### config.mk
export PLATFORM = sky130hd
export DESIGN_NAME = pe_job_sequencer
export DESIGN_NICKNAME = d
export VERILOG_FILES = /design/src/rtl/pe_job_sequencer.sv
export SDC_FILE = /design/constraint.sdc
export NUM_CORES = 1
export LEC_CHECK = 0
export ABC_AREA = 1
export BUFFER_PORTS_ARGS = -buffer_cell sky130_fd_sc_hd__buf_2
export CAP_MARGIN = 20
export CORE_MARGIN = 5
export CORE_UTILIZATION = 53
export CTS_BUF_LIST = sky130_fd_sc_hd__clkbuf_4
export DETAILED_ROUTE_END_ITERATION = 6
export GPL_TIMING_DRIVEN = 0
export PLACE_DENSITY = 0.76
export SYNTH_ARGS = -nofsm -noshare
export SYNTH_HDL_FRONTEND = slang
export SYNTH_SLANG_ARGS = --single-unit
### constraint.sdc
create_clock -name clk -period 2.8 [get_ports clk]
set_input_delay 0.28 -clock clk [delete_from_list [all_inputs] [get_ports clk]]
set_output_delay 0.28 -clock clk [all_outputs]
set_load 0.05 [all_outputs]
### src/rtl/pe_job_sequencer.sv
// pe_job_sequencer: turns a vector job descriptor into a per-cycle stream of
// PE opcodes, operand RAM reads and delayed result-RAM writes.
//
// state  | meaning
// -------+-----------------------------------------------------------
// IDLE   | waiting for a descriptor, job_ready high
// CLEAR  | DOTP only: one cycle of STORE_TEMP_S2 to clear the accumulator
// ISSUE  | one operand pair read and one PE opcode per cycle, len cycles
// FINAL  | DOTP only: one cycle of STORE_RESULT
// DRAIN  | NOOP while the result delay lines empty out
// DONE   | one-cycle done pulse
module pe_job_sequencer #(
    parameter int OPCODE_WIDTH    = 4,
    parameter int DRAM_DEPTH      = 256,
    parameter int DRAM_ADDR_WIDTH = $clog2(DRAM_DEPTH),
    parameter int EW_LAT          = 3,
    parameter int DP_LAT          = 5
) (
    input  logic                       clk,
    input  logic                       rst,
    input  logic                       job_valid,
    output logic                       job_ready,
    input  logic [1:0]                 job_op,
    input  logic [DRAM_ADDR_WIDTH-1:0] job_a_base,
    input  logic [DRAM_ADDR_WIDTH-1:0] job_b_base,
    input  logic [DRAM_ADDR_WIDTH-1:0] job_r_base,
    input  logic [DRAM_ADDR_WIDTH:0]   job_len,
    input  logic                       abort,
    output logic [OPCODE_WIDTH-1:0]    pe_opcode,
    output logic [DRAM_ADDR_WIDTH-1:0] ram_a_read_addr,
    output logic [DRAM_ADDR_WIDTH-1:0] ram_b_read_addr,
    output logic                       ram_a_rd_en,
    output logic                       ram_b_rd_en,
    output logic [DRAM_ADDR_WIDTH-1:0] ram_result_write_addr,
    output logic                       ram_result_wr_en,
    output logic                       busy,
    output logic                       done
);

    localparam int AW = DRAM_ADDR_WIDTH;
    localparam int LW = DRAM_ADDR_WIDTH + 1;
    localparam logic [LW-1:0] DEPTH_L = LW'(DRAM_DEPTH);

    localparam logic [OPCODE_WIDTH-1:0] OP_NOOP          = OPCODE_WIDTH'(0);
    localparam logic [OPCODE_WIDTH-1:0] OP_STORE_TEMP_S2 = OPCODE_WIDTH'(6);
    localparam logic [OPCODE_WIDTH-1:0] OP_STORE_RESULT  = OPCODE_WIDTH'(7);
    localparam logic [1:0]              JOB_DOTP         = 2'd3;

    localparam logic [EW_LAT-1:0] EW_LAST = EW_LAT'(1) << (EW_LAT - 1);
    localparam logic [DP_LAT-1:0] DP_LAST = DP_LAT'(1) << (DP_LAT - 1);

    typedef enum logic [2:0] {
        S_IDLE,
        S_CLEAR,
        S_ISSUE,
        S_FINAL,
        S_DRAIN,
        S_DONE
    } state_t;

    state_t          state_q, state_d;
    logic [1:0]      op_q, op_d;
    logic [LW-1:0]   rem_q, rem_d;
    logic [AW-1:0]   a_ptr_q, a_ptr_d;
    logic [AW-1:0]   b_ptr_q, b_ptr_d;
    logic [AW-1:0]   r_ptr_q, r_ptr_d;
    logic [AW-1:0]   r_base_q, r_base_d;
    logic [AW-1:0]   a_last_q, a_last_d;
    logic [AW-1:0]   b_last_q, b_last_d;
    logic [EW_LAT-1:0] ew_vld_q, ew_vld_d;
    logic [AW-1:0]   ew_addr_q [EW_LAT];
    logic [AW-1:0]   ew_addr_d [EW_LAT];
    logic [DP_LAT-1:0] dp_vld_q, dp_vld_d;

    logic            issue;
    logic            final_cyc;
    logic            flush;
    logic            more_pending;
    logic [LW-1:0]   len_clamped;

    assign len_clamped  = (job_len > DEPTH_L) ? DEPTH_L : job_len;
    assign more_pending = (|(ew_vld_q & ~EW_LAST)) | (|(dp_vld_q & ~DP_LAST));

    // Next-state, descriptor capture and per-state outputs.
    always_comb begin
        state_d   = state_q;
        op_d      = op_q;
        rem_d     = rem_q;
        a_ptr_d   = a_ptr_q;
        b_ptr_d   = b_ptr_q;
        r_ptr_d   = r_ptr_q;
        r_base_d  = r_base_q;
        job_ready = 1'b0;
        busy      = 1'b1;
        done      = 1'b0;
        pe_opcode = OP_NOOP;
        issue     = 1'b0;
        final_cyc = 1'b0;
        flush     = 1'b0;

        case (state_q)
            S_IDLE: begin
                busy      = 1'b0;
                job_ready = 1'b1;
                if (job_valid) begin
                    op_d     = job_op;
                    rem_d    = len_clamped;
                    a_ptr_d  = job_a_base;
                    b_ptr_d  = job_b_base;
                    r_ptr_d  = job_r_base;
                    r_base_d = job_r_base;
                    if (len_clamped == '0)
                        state_d = S_DONE;
                    else if (job_op == JOB_DOTP)
                        state_d = S_CLEAR;
                    else
                        state_d = S_ISSUE;
                end
            end
            S_CLEAR: begin
                pe_opcode = OP_STORE_TEMP_S2;
                state_d   = S_ISSUE;
            end
            S_ISSUE: begin
                issue     = 1'b1;
                pe_opcode = OPCODE_WIDTH'(op_q) + OPCODE_WIDTH'(1);
                a_ptr_d   = a_ptr_q + AW'(1);
                b_ptr_d   = b_ptr_q + AW'(1);
                r_ptr_d   = r_ptr_q + AW'(1);
                rem_d     = rem_q - LW'(1);
                if (rem_q == LW'(1))
                    state_d = (op_q == JOB_DOTP) ? S_FINAL : S_DRAIN;
            end
            S_FINAL: begin
                final_cyc = 1'b1;
                pe_opcode = OP_STORE_RESULT;
                state_d   = S_DRAIN;
            end
            S_DRAIN: begin
                if (!more_pending)
                    state_d = S_DONE;
            end
            S_DONE: begin
                done    = 1'b1;
                state_d = S_IDLE;
            end
            default: state_d = S_IDLE;
        endcase

        // Abort wins over everything except IDLE, where it is ignored.
        if (abort && (state_q != S_IDLE)) begin
            state_d = S_IDLE;
            flush   = 1'b1;
        end
    end

    // Read port: live pointers while issuing, otherwise hold the last address.
    always_comb begin
        ram_a_rd_en     = issue;
        ram_b_rd_en     = issue;
        ram_a_read_addr = issue ? a_ptr_q : a_last_q;
        ram_b_read_addr = issue ? b_ptr_q : b_last_q;
        a_last_d        = ram_a_read_addr;
        b_last_d        = ram_b_read_addr;
    end

    // Result delay lines: elementwise carries (valid, addr); DOTP only valid.
    always_comb begin
        for (int i = EW_LAT - 1; i > 0; i--) begin
            ew_vld_d[i]  = ew_vld_q[i-1];
            ew_addr_d[i] = ew_addr_q[i-1];
        end
        ew_vld_d[0]  = issue && (op_q != JOB_DOTP);
        ew_addr_d[0] = r_ptr_q;

        for (int i = DP_LAT - 1; i > 0; i--)
            dp_vld_d[i] = dp_vld_q[i-1];
        dp_vld_d[0] = final_cyc;

        if (flush) begin
            ew_vld_d = '0;
            dp_vld_d = '0;
        end
    end

    assign ram_result_wr_en      = ew_vld_q[EW_LAT-1] | dp_vld_q[DP_LAT-1];
    assign ram_result_write_addr = dp_vld_q[DP_LAT-1] ? r_base_q : ew_addr_q[EW_LAT-1];

    // State, descriptor, address-hold and delay-line registers.
    always_ff @(posedge clk or posedge rst) begin
        if (rst) begin
            state_q  <= S_IDLE;
            op_q     <= '0;
            rem_q    <= '0;
            a_ptr_q  <= '0;
            b_ptr_q  <= '0;
            r_ptr_q  <= '0;
            r_base_q <= '0;
            a_last_q <= '0;
            b_last_q <= '0;
            ew_vld_q <= '0;
            dp_vld_q <= '0;
            for (int i = 0; i < EW_LAT; i++)
                ew_addr_q[i] <= '0;
        end else begin
            state_q  <= state_d;
            op_q     <= op_d;
            rem_q    <= rem_d;
            a_ptr_q  <= a_ptr_d;
            b_ptr_q  <= b_ptr_d;
            r_ptr_q  <= r_ptr_d;
            r_base_q <= r_base_d;
            a_last_q <= a_last_d;
            b_last_q <= b_last_d;
            ew_vld_q <= ew_vld_d;
            dp_vld_q <= dp_vld_d;
            for (int i = 0; i < EW_LAT; i++)
                ew_addr_q[i] <= ew_addr_d[i];
        end
    end

endmodule
==> summary.txt, run 1 <==
Clock network
  – Post-cts sizing count: 0
  – CTS Buf Count: 9
  – TritonCTS clock tree: done
  – Root buffer cell: clkbuf_4
  – Max clock buf depth: 2
  – Clk_lat worst skew: 0.45 ns
  – Reg clk slew, reported paths: 0.15 ns
  – CTS sink count: 94
  – H-tree Lvls: 3

Setup path
  – Crit path capture type: output port
  – CP Class: register to output port
  – Flop2flop setup slack: 1.14 ns
  – Critical Path AT: 2.25 ns
  – Slowest CP cell: dfrtp_1
  – R2r startpoint: state_q[0]
  – Worst EP required: 2.52 ns
  – Reg2reg end: rem_q[8]
  – Reg2Reg Depth: 6
  – Slowest stage delay, CP: 0.47 ns
  – Most frequent CP cell: buf_2
  – Crit-path cells: inv_2, nand3_4, buf_2, buf_2, o21ai_0, buf_2
  – CP startpoint kind: register
  – Worst-path fanout max: 10

Logic synthesis
  – Sequential cell area fraction in the yosys report: 0.5308
  – Leading area contributor after synthesis: dfrtp_1
  – Area share of the largest cell type after synthesis: 0.5308
  – Yosys cell types: 39
  – Mapped Area: 4432 um2
  – Net Count, Synth: 548
  – Top FF cell, synth: dfrtp_1
  – Yosys warns: 0
  – Syn avg cell area: 8.811 um2
  – Synth Instances: 503
  – Cells taking the most area after synthesis: dfrtp_1, nand2_1, o21ai_0, inv_1, nor2_1
  – Post-synthesis register bit count: 94
  – Post-synth EDFFs: 0
  – FFs w/ async S/R, synth: 1.000

Die
  – Core area: 8175 um2
  – IO Count: 73
  – # rows: 33
  – Die area: 10,290 um2
  – Die Height: 101.4 um
  – Initial Util: 0.5421
  – DIE WIDTH: 101.4 um

Power and ir drop
  – Combinational share of power: 0.555
  – Leakage: 2.625 nW
  – Internal Pwr Total: 3.414 mW
  – Clock Power Share: 0.112
  – Sw Ratio: 0.5152
  – Power Density: 1379 nW/um2
  – VDD IR max: 0.0008904 V
  – Switch Pwr: 3.627 mW
  – Seq pwr share: 0.333

Finish
  – Most frequent cells in the layout: nand2_1, dfrtp_1, buf_2, inv_1, nor2_1
  – Share of post-route cells with drive strength above 1: 0.2297
  – Inserted Diodes: 0
  – Most common cell after layout, fill and taps aside: nand2_1
  – P&R area growth vs syn: 15.22%
  – Nets: 632
  – Finished Core Util: 0.6246
  – Fillers: 718

Hold path
  – Min-delay src: abort
  – Hold endpoint: dp_vld_q[0]
  – Hold Crit Class: primary input to register
  – Hold Path Cell Cnt: 2

GRT
  – Met2 GRT Util: 0.3355
  – GRT Total Usage: 0.2143
  – M3 GR Usage: 0.04408
  – Busiest grt layer: met2
  – Grt ovf: 0
  – Vias in the first global route: 3,564
  – Initial antenna violation count: 0
  – Met1 Use GR: 0.2915
  – First-pass GRT wire length: 17.02 mm
  – Largest net degree at the start of global routing: 59

Routing
  – Drt pass-1 iters: 5
  – DR WL/cell: 14.98 um
  – Antenna-violating nets left: 0
  – Residual DRC: 0
  – Routed via count: 3,686
  – Via/cell ratio: 5.288
  – Drt initial violations: 224
  – Routed wire length: 10.44 mm

STA
  – Final period util: 0.9021
  – Fin. Hold Viols: 0
  – Max-slew violation count: 0
  – Worst-Margin Slew: 0.5807 ns
  – Hold slack: 0.04162 ns
  – Tmin final: 2.526 ns
  – Worst Skew: 0.01136 ns
  – Slew HR: 0.6103
  – RSZ-0062 raised after global routing: false
  – Setup Viol. Count Final: 0
  – Fmax: 0.3959 GHz

Placed design
  – Count of input and output buffers: 71
  – GPL Wtd Cong: 0.8550
  – Detail Placement HPWL: 7.442 mm

Job
  – Max Cap Viol: 0

Status
  – Status: completed
sequential cells by signal (all words and copies together) (netlist names):
| name | cells |
|---|---|
| op_q | 2 |
| ew_addr_d | 16 |
| state_q | 3 |
| r_ptr_q | 8 |
| a_last_q | 8 |
| rem_q | 9 |
| b_ptr_q | 8 |
| ew_addr_q | 8 |
| a_ptr_q | 8 |
| ew_vld_q | 3 |
| r_base_q | 8 |
| dp_vld_q | 5 |
| b_last_q | 8 |
power groups by stage:
stage | clock network, mW | registers [mW] | logic (mW)
floorplan | 0 | 2.28 | 3.05
global placement | 0 | 2.34 | 3.79
detailed placement | 0 | 2.37 | 3.90
CTS | 0.796 | 2.34 | 3.91
global route | 0.855 | 2.42 | 4.25
finish | 0.788 | 2.35 | 3.91
through the flow:
stage,power [mW],setup slack [ns],std cells,TNS (ns),area (um2)
after floorplan,5.335,0.07133,503,0,4432
after global placement,6.129,-0.9608,679,-89.89,4918
after detailed placement,6.270,0.7823,680,0,4949
after CTS,7.051,0.2465,697,0,5106
after global routing,7.524,0.1503,697,0,5106
final,7.041,0.2741,697,0,5106
logic make-up (layout without fill, tap and decap cells):
group                    after synthesis  after routing  share of synthesized area
buffers and inverters                 79            168                    0.08780
AND/OR/NAND/NOR                      225            225                     0.2256
XOR/XNOR                               8              8                    0.01581
other                                  1              1                  0.0008462
flip-flops                            94             94                     0.5308
AO/OA/AOI/OAI                         90             90                     0.1222
adder cells (fa/ha/maj)                6              6                    0.01694
area by class of cell:
cell class,instances,area (um2),share of cell area
Timing Repair Buffer,73,392.9,0.07694
Buffer,19,156.4,0.03063
Tap cell,105,131.4,0.02573
Inverter,60,235.2,0.04607
Clock inverter,6,72.57,0.01421
Multi-Input combinational cell,330,1690,0.3310
Sequential cell,94,2352,0.4607
Clock buffer,10,75.07,0.01470
worst max path at each step:
stage	startpoint	to	slack [ns]	cells past startpoint
after floorplan	rst	a_last_q[0]	0.07	1
after global placement	rst	b_last_q[0]	-0.96	2
after detailed placement	state_q[0]	ram_b_read_addr[3]	0.78	6
after CTS	state_q[0]	ram_b_read_addr[3]	0.25	6
after global routing	state_q[0]	ram_b_read_addr[3]	0.15	6
final	state_q[0]	ram_b_read_addr[3]	0.27	6
Yosys cell counts (all sizes together), types with 6 or more instances:
library cell  count
o211ai            6
o21ai            53
ha                6
nand3            31
o22ai             8
nor3              6
nand2           119
dfrtp            94
inv              60
nor2             61
a21oi            16
xor2              8
buf              16
per-layer routing:
| layer | routed length (um) | part of all wire |
|---|---|---|
| met2 | 4967 | 0.48 |
| met3 | 656 | 0.063 |
| met5 | 0 | 0 |
| met4 | 174 | 0.017 |
| met1 | 4644 | 0.44 |
worst max-delay path: cells and delay by family (launching register included):
family / cells / cell delay [ns]
buffers and inverters: 4 / 0.94
DFF: 1 / 0.47
AOI/OAI and AO/OA: 1 / 0.27
and+or+nand+nor: 1 / 0.12
timing repair:
| action | in CTS | in global routing |
|---|---|---|
| buffers inserted | 0 | 0 |
| hold endpoints to repair | 36 | 0 |
| hold buffers | 1 | 0 |
Power figures use the tool's default switching activity.
==> run 2, diff against run 1 <==
--- a/config.mk
+++ b/config.mk
@@ -8,12 +8,12 @@
 export ABC_AREA = 1
 export BUFFER_PORTS_ARGS = -buffer_cell sky130_fd_sc_hd__buf_2
 export CAP_MARGIN = 20
-export CORE_MARGIN = 5
-export CORE_UTILIZATION = 53
+export CORE_MARGIN = 2
+export CORE_UTILIZATION = 54
 export CTS_BUF_LIST = sky130_fd_sc_hd__clkbuf_4
 export DETAILED_ROUTE_END_ITERATION = 6
 export GPL_TIMING_DRIVEN = 0
-export PLACE_DENSITY = 0.76
+export PLACE_DENSITY = 0.74
 export SYNTH_ARGS = -nofsm -noshare
 export SYNTH_HDL_FRONTEND = slang
 export SYNTH_SLANG_ARGS = --single-unit
==> constraint.sdc (replaced) <==
create_clock -name clk -period 2.4 [get_ports clk]
set_input_delay 0.24 -clock clk [delete_from_list [all_inputs] [get_ports clk]]
set_output_delay 0.24 -clock clk [all_outputs]
set_load 0.05 [all_outputs]
==> run 2 against run 1 <==
Against the previous run: sequential share of layout area fell by 0.69 points; flip-flop and latch count did not move; largest cell class unchanged; first-iteration DRC count fell by 22%; critical endpoint is now ram_a_read_addr[5].
==> summary.txt, run 2 (synthesized netlist as in run 1, its figures left out) <==
Status
  – Status: completed

STA
  – Worst-Margin Slew: 0.6554 ns (+0.07479 ns)
  – Slew HR: 0.5621 (-0.04818)
  – Sum Neg Setup Slack: 0 ns (unchanged)
  – Tmin final: 2.324 ns
  – Hold slack: 0.01125 ns (-0.03037 ns)
  – Setup Viol. Count Final: 0 (unchanged)
  – Max-slew violation count: 0 (unchanged)
  – Fmax: 0.4303 GHz
  – Final period util: 0.9682
  – Fin. Hold Viols: 0 (unchanged)
  – RSZ-0062 raised after global routing: true
  – Worst Skew: 0.02286 ns (+0.01150 ns)
  – Fin worst setup slack: 0.07628 ns (-0.1978 ns)

Die
  – Core area: 8093 um2 (-1.0%)
  – IO Count: 73 (unchanged)
  – DIE WIDTH: 94.59 um (-6.8%)
  – Die Height: 94.59 um (-6.8%)
  – Die area: 8947 um2 (-13%)
  – Initial Util: 0.5476 (+0.005531)
  – # rows: 33 (unchanged)

GRT
  – Grt ovf: 0 (unchanged)
  – First-pass GRT wire length: 16.09 mm (-5.5%)
  – GRT Total Usage: 0.2361 (+0.02181)
  – Initial antenna violation count: 0 (unchanged)
  – Largest net degree at the start of global routing: 36 (-39%)
  – Vias in the first global route: 3,386 (-5.0%)

Placed design
  – GPL Wtd Cong: 0.8411 (-1.6%)
  – Detail Placement HPWL: 7.323 mm (-1.6%)
  – Place WS: 0.4264 ns (-0.3559 ns)
  – Post-placement cell area: 4962 um2 (+0.28%)
  – Count of input and output buffers: 71 (unchanged)

Job
  – Max Cap Viol: 0 (unchanged)

Finish
  – Number of flip-flops in the largest register: 16 (unchanged)
  – Share of post-route cells with drive strength above 1: 0.2310 (+0.001299)
  – Post-route cell area: 5184 um2 (+1.5%)
  – Nets: 633 (+0.16%)
  – Most common cell after layout, fill and taps aside: nand2_1
  – Inserted Diodes: 0 (unchanged)
  – P&R area growth vs syn: 16.97%
  – Most frequent cells in the layout: nand2_1, dfrtp_1, buf_2, inv_1, nor2_1

Power and ir drop
  – Switch Pwr: 4.298 mW (+19%)
  – Sw Ratio: 0.5176 (+0.002432)
  – Power Density: 1602 nW/um2 (+16%)
  – Internal Pwr Total: 4.006 mW (+17%)
  – Clock Power Share: 0.106 (-0.006)
  – Seq pwr share: 0.330 (-0.003)
  – VDD IR max: 0.0008824 V (-0.90%)
  – Leakage: 2.639 nW (+0.54%)
  – Combinational share of power: 0.564 (+0.009)

Hold path
  – Hold Crit Class: primary input to register

Routing
  – Routed via count: 3,631 (-1.5%)
  – Routed wire length: 10.02 mm (-4.0%)
  – Drt initial violations: 174 (-22%)
  – Drt pass-1 iters: 6 (+1)
  – DR WL/cell: 14.36 um (-4.2%)
  – Residual DRC: 0 (unchanged)
  – Via/cell ratio: 5.202 (-1.6%)
  – Antenna-violating nets left: 0 (unchanged)

Clock network
  – Reg clk slew, reported paths: 0.17 ns (+0.02 ns)
  – CTS Buf Count: 9 (unchanged)
  – Root buffer cell: clkbuf_4
  – CTS sink count: 94 (unchanged)
  – TritonCTS clock tree: done
  – Post-CTS setup repair buffer count: 0 (unchanged)
  – Clk_lat worst skew: 0.45 ns (about the same)
  – H-tree Lvls: 3 (unchanged)
  – Max clock buf depth: 2 (unchanged)

Setup path
  – Crit path capture type: output port
  – Worst-path fanout max: 10 (unchanged)
  – Critical Path AT: 2.08 ns (-0.17 ns)
  – CP startpoint kind: register
  – Crit-path cells: inv_2, nand3_4, clkbuf_4, clkbuf_4, o21ai_1, buf_6
  – Slowest stage delay, CP: 0.47 ns (about the same)
  – Top Family by Delay on Critical Path: buffers and inverters
  – Worst EP required: 2.16 ns (-0.36 ns)
  – Critical path buffers and inverters: 4 (unchanged)
  – Most frequent CP cell: clkbuf_4
  – CP Class: register to output port
  – Slowest CP cell: dfrtp_1
run 2: power groups by stage:
stage	Clock [mW]	Combinational [mW]	Sequential [mW]
detailed placement	0	4.54	2.77
global placement	0	4.42	2.73
floorplan	0	3.56	2.66
global route	0.960	5.07	2.82
finish	0.883	4.68	2.74
CTS	0.895	4.61	2.74
run 2: path summary, 6_finish.rpt:
path,startpoint,end,slack [ns],cells after the start
worst max-delay path,state_q[0],ram_a_read_addr[5],0.08,6
worst min-delay path,job_b_base[0],b_ptr_q[0],0.01,3
worst max register to register,state_q[0],rem_q[8],0.76,6
worst min register to register,ew_addr_d[1],ew_addr_q[1],0.34,0
max in group asynchronous,rst,ew_vld_q[0],1.17,5
min in group asynchronous,rst,b_last_q[2],0.40,3
run 2: metrics by stage:
step / cells / total power [mW] / utilization
after detailed placement: 681 / 7.314 / 0.6132
after floorplan: 503 / 6.224 / -
after global placement: 679 / 7.152 / 0.6082
after CTS: 698 / 8.236 / 0.6368
after global routing: 698 / 8.856 / 0.6405
final: 698 / 8.305 / 0.6405
run 2: tightest hold or removal path: cells and delay by family:
family,cells,cell delay (ns)
AND/OR/NAND/NOR,2,0.11
buffers and inverters,1,0.08
run 2: layer usage:
layer  track usage  share of wire  wire length (um)
met1        0.3163           0.44              4423
met2        0.3780           0.47              4683
met4        0.1147          0.024               240
met5             0              0                 0
met3       0.03751          0.067               675
run 2: final cells by class:
type,instances,area [um2]
fill,727,2909
sequential,94,2352
multi-input combinational,330,1694
timing repair buffer,75,451.7
inverter,60,236.5
buffer,18,158.9
tap,105,131.4
clock inverter,7,91.34
clock buffer,9,67.56
run 2: timing repair:
item | in CTS | in global routing
hold endpoints to repair | 29 | 0
setup endpoints to repair | 10 | 14
gates resized for setup | 10 | 18
hold buffers | 2 | 0
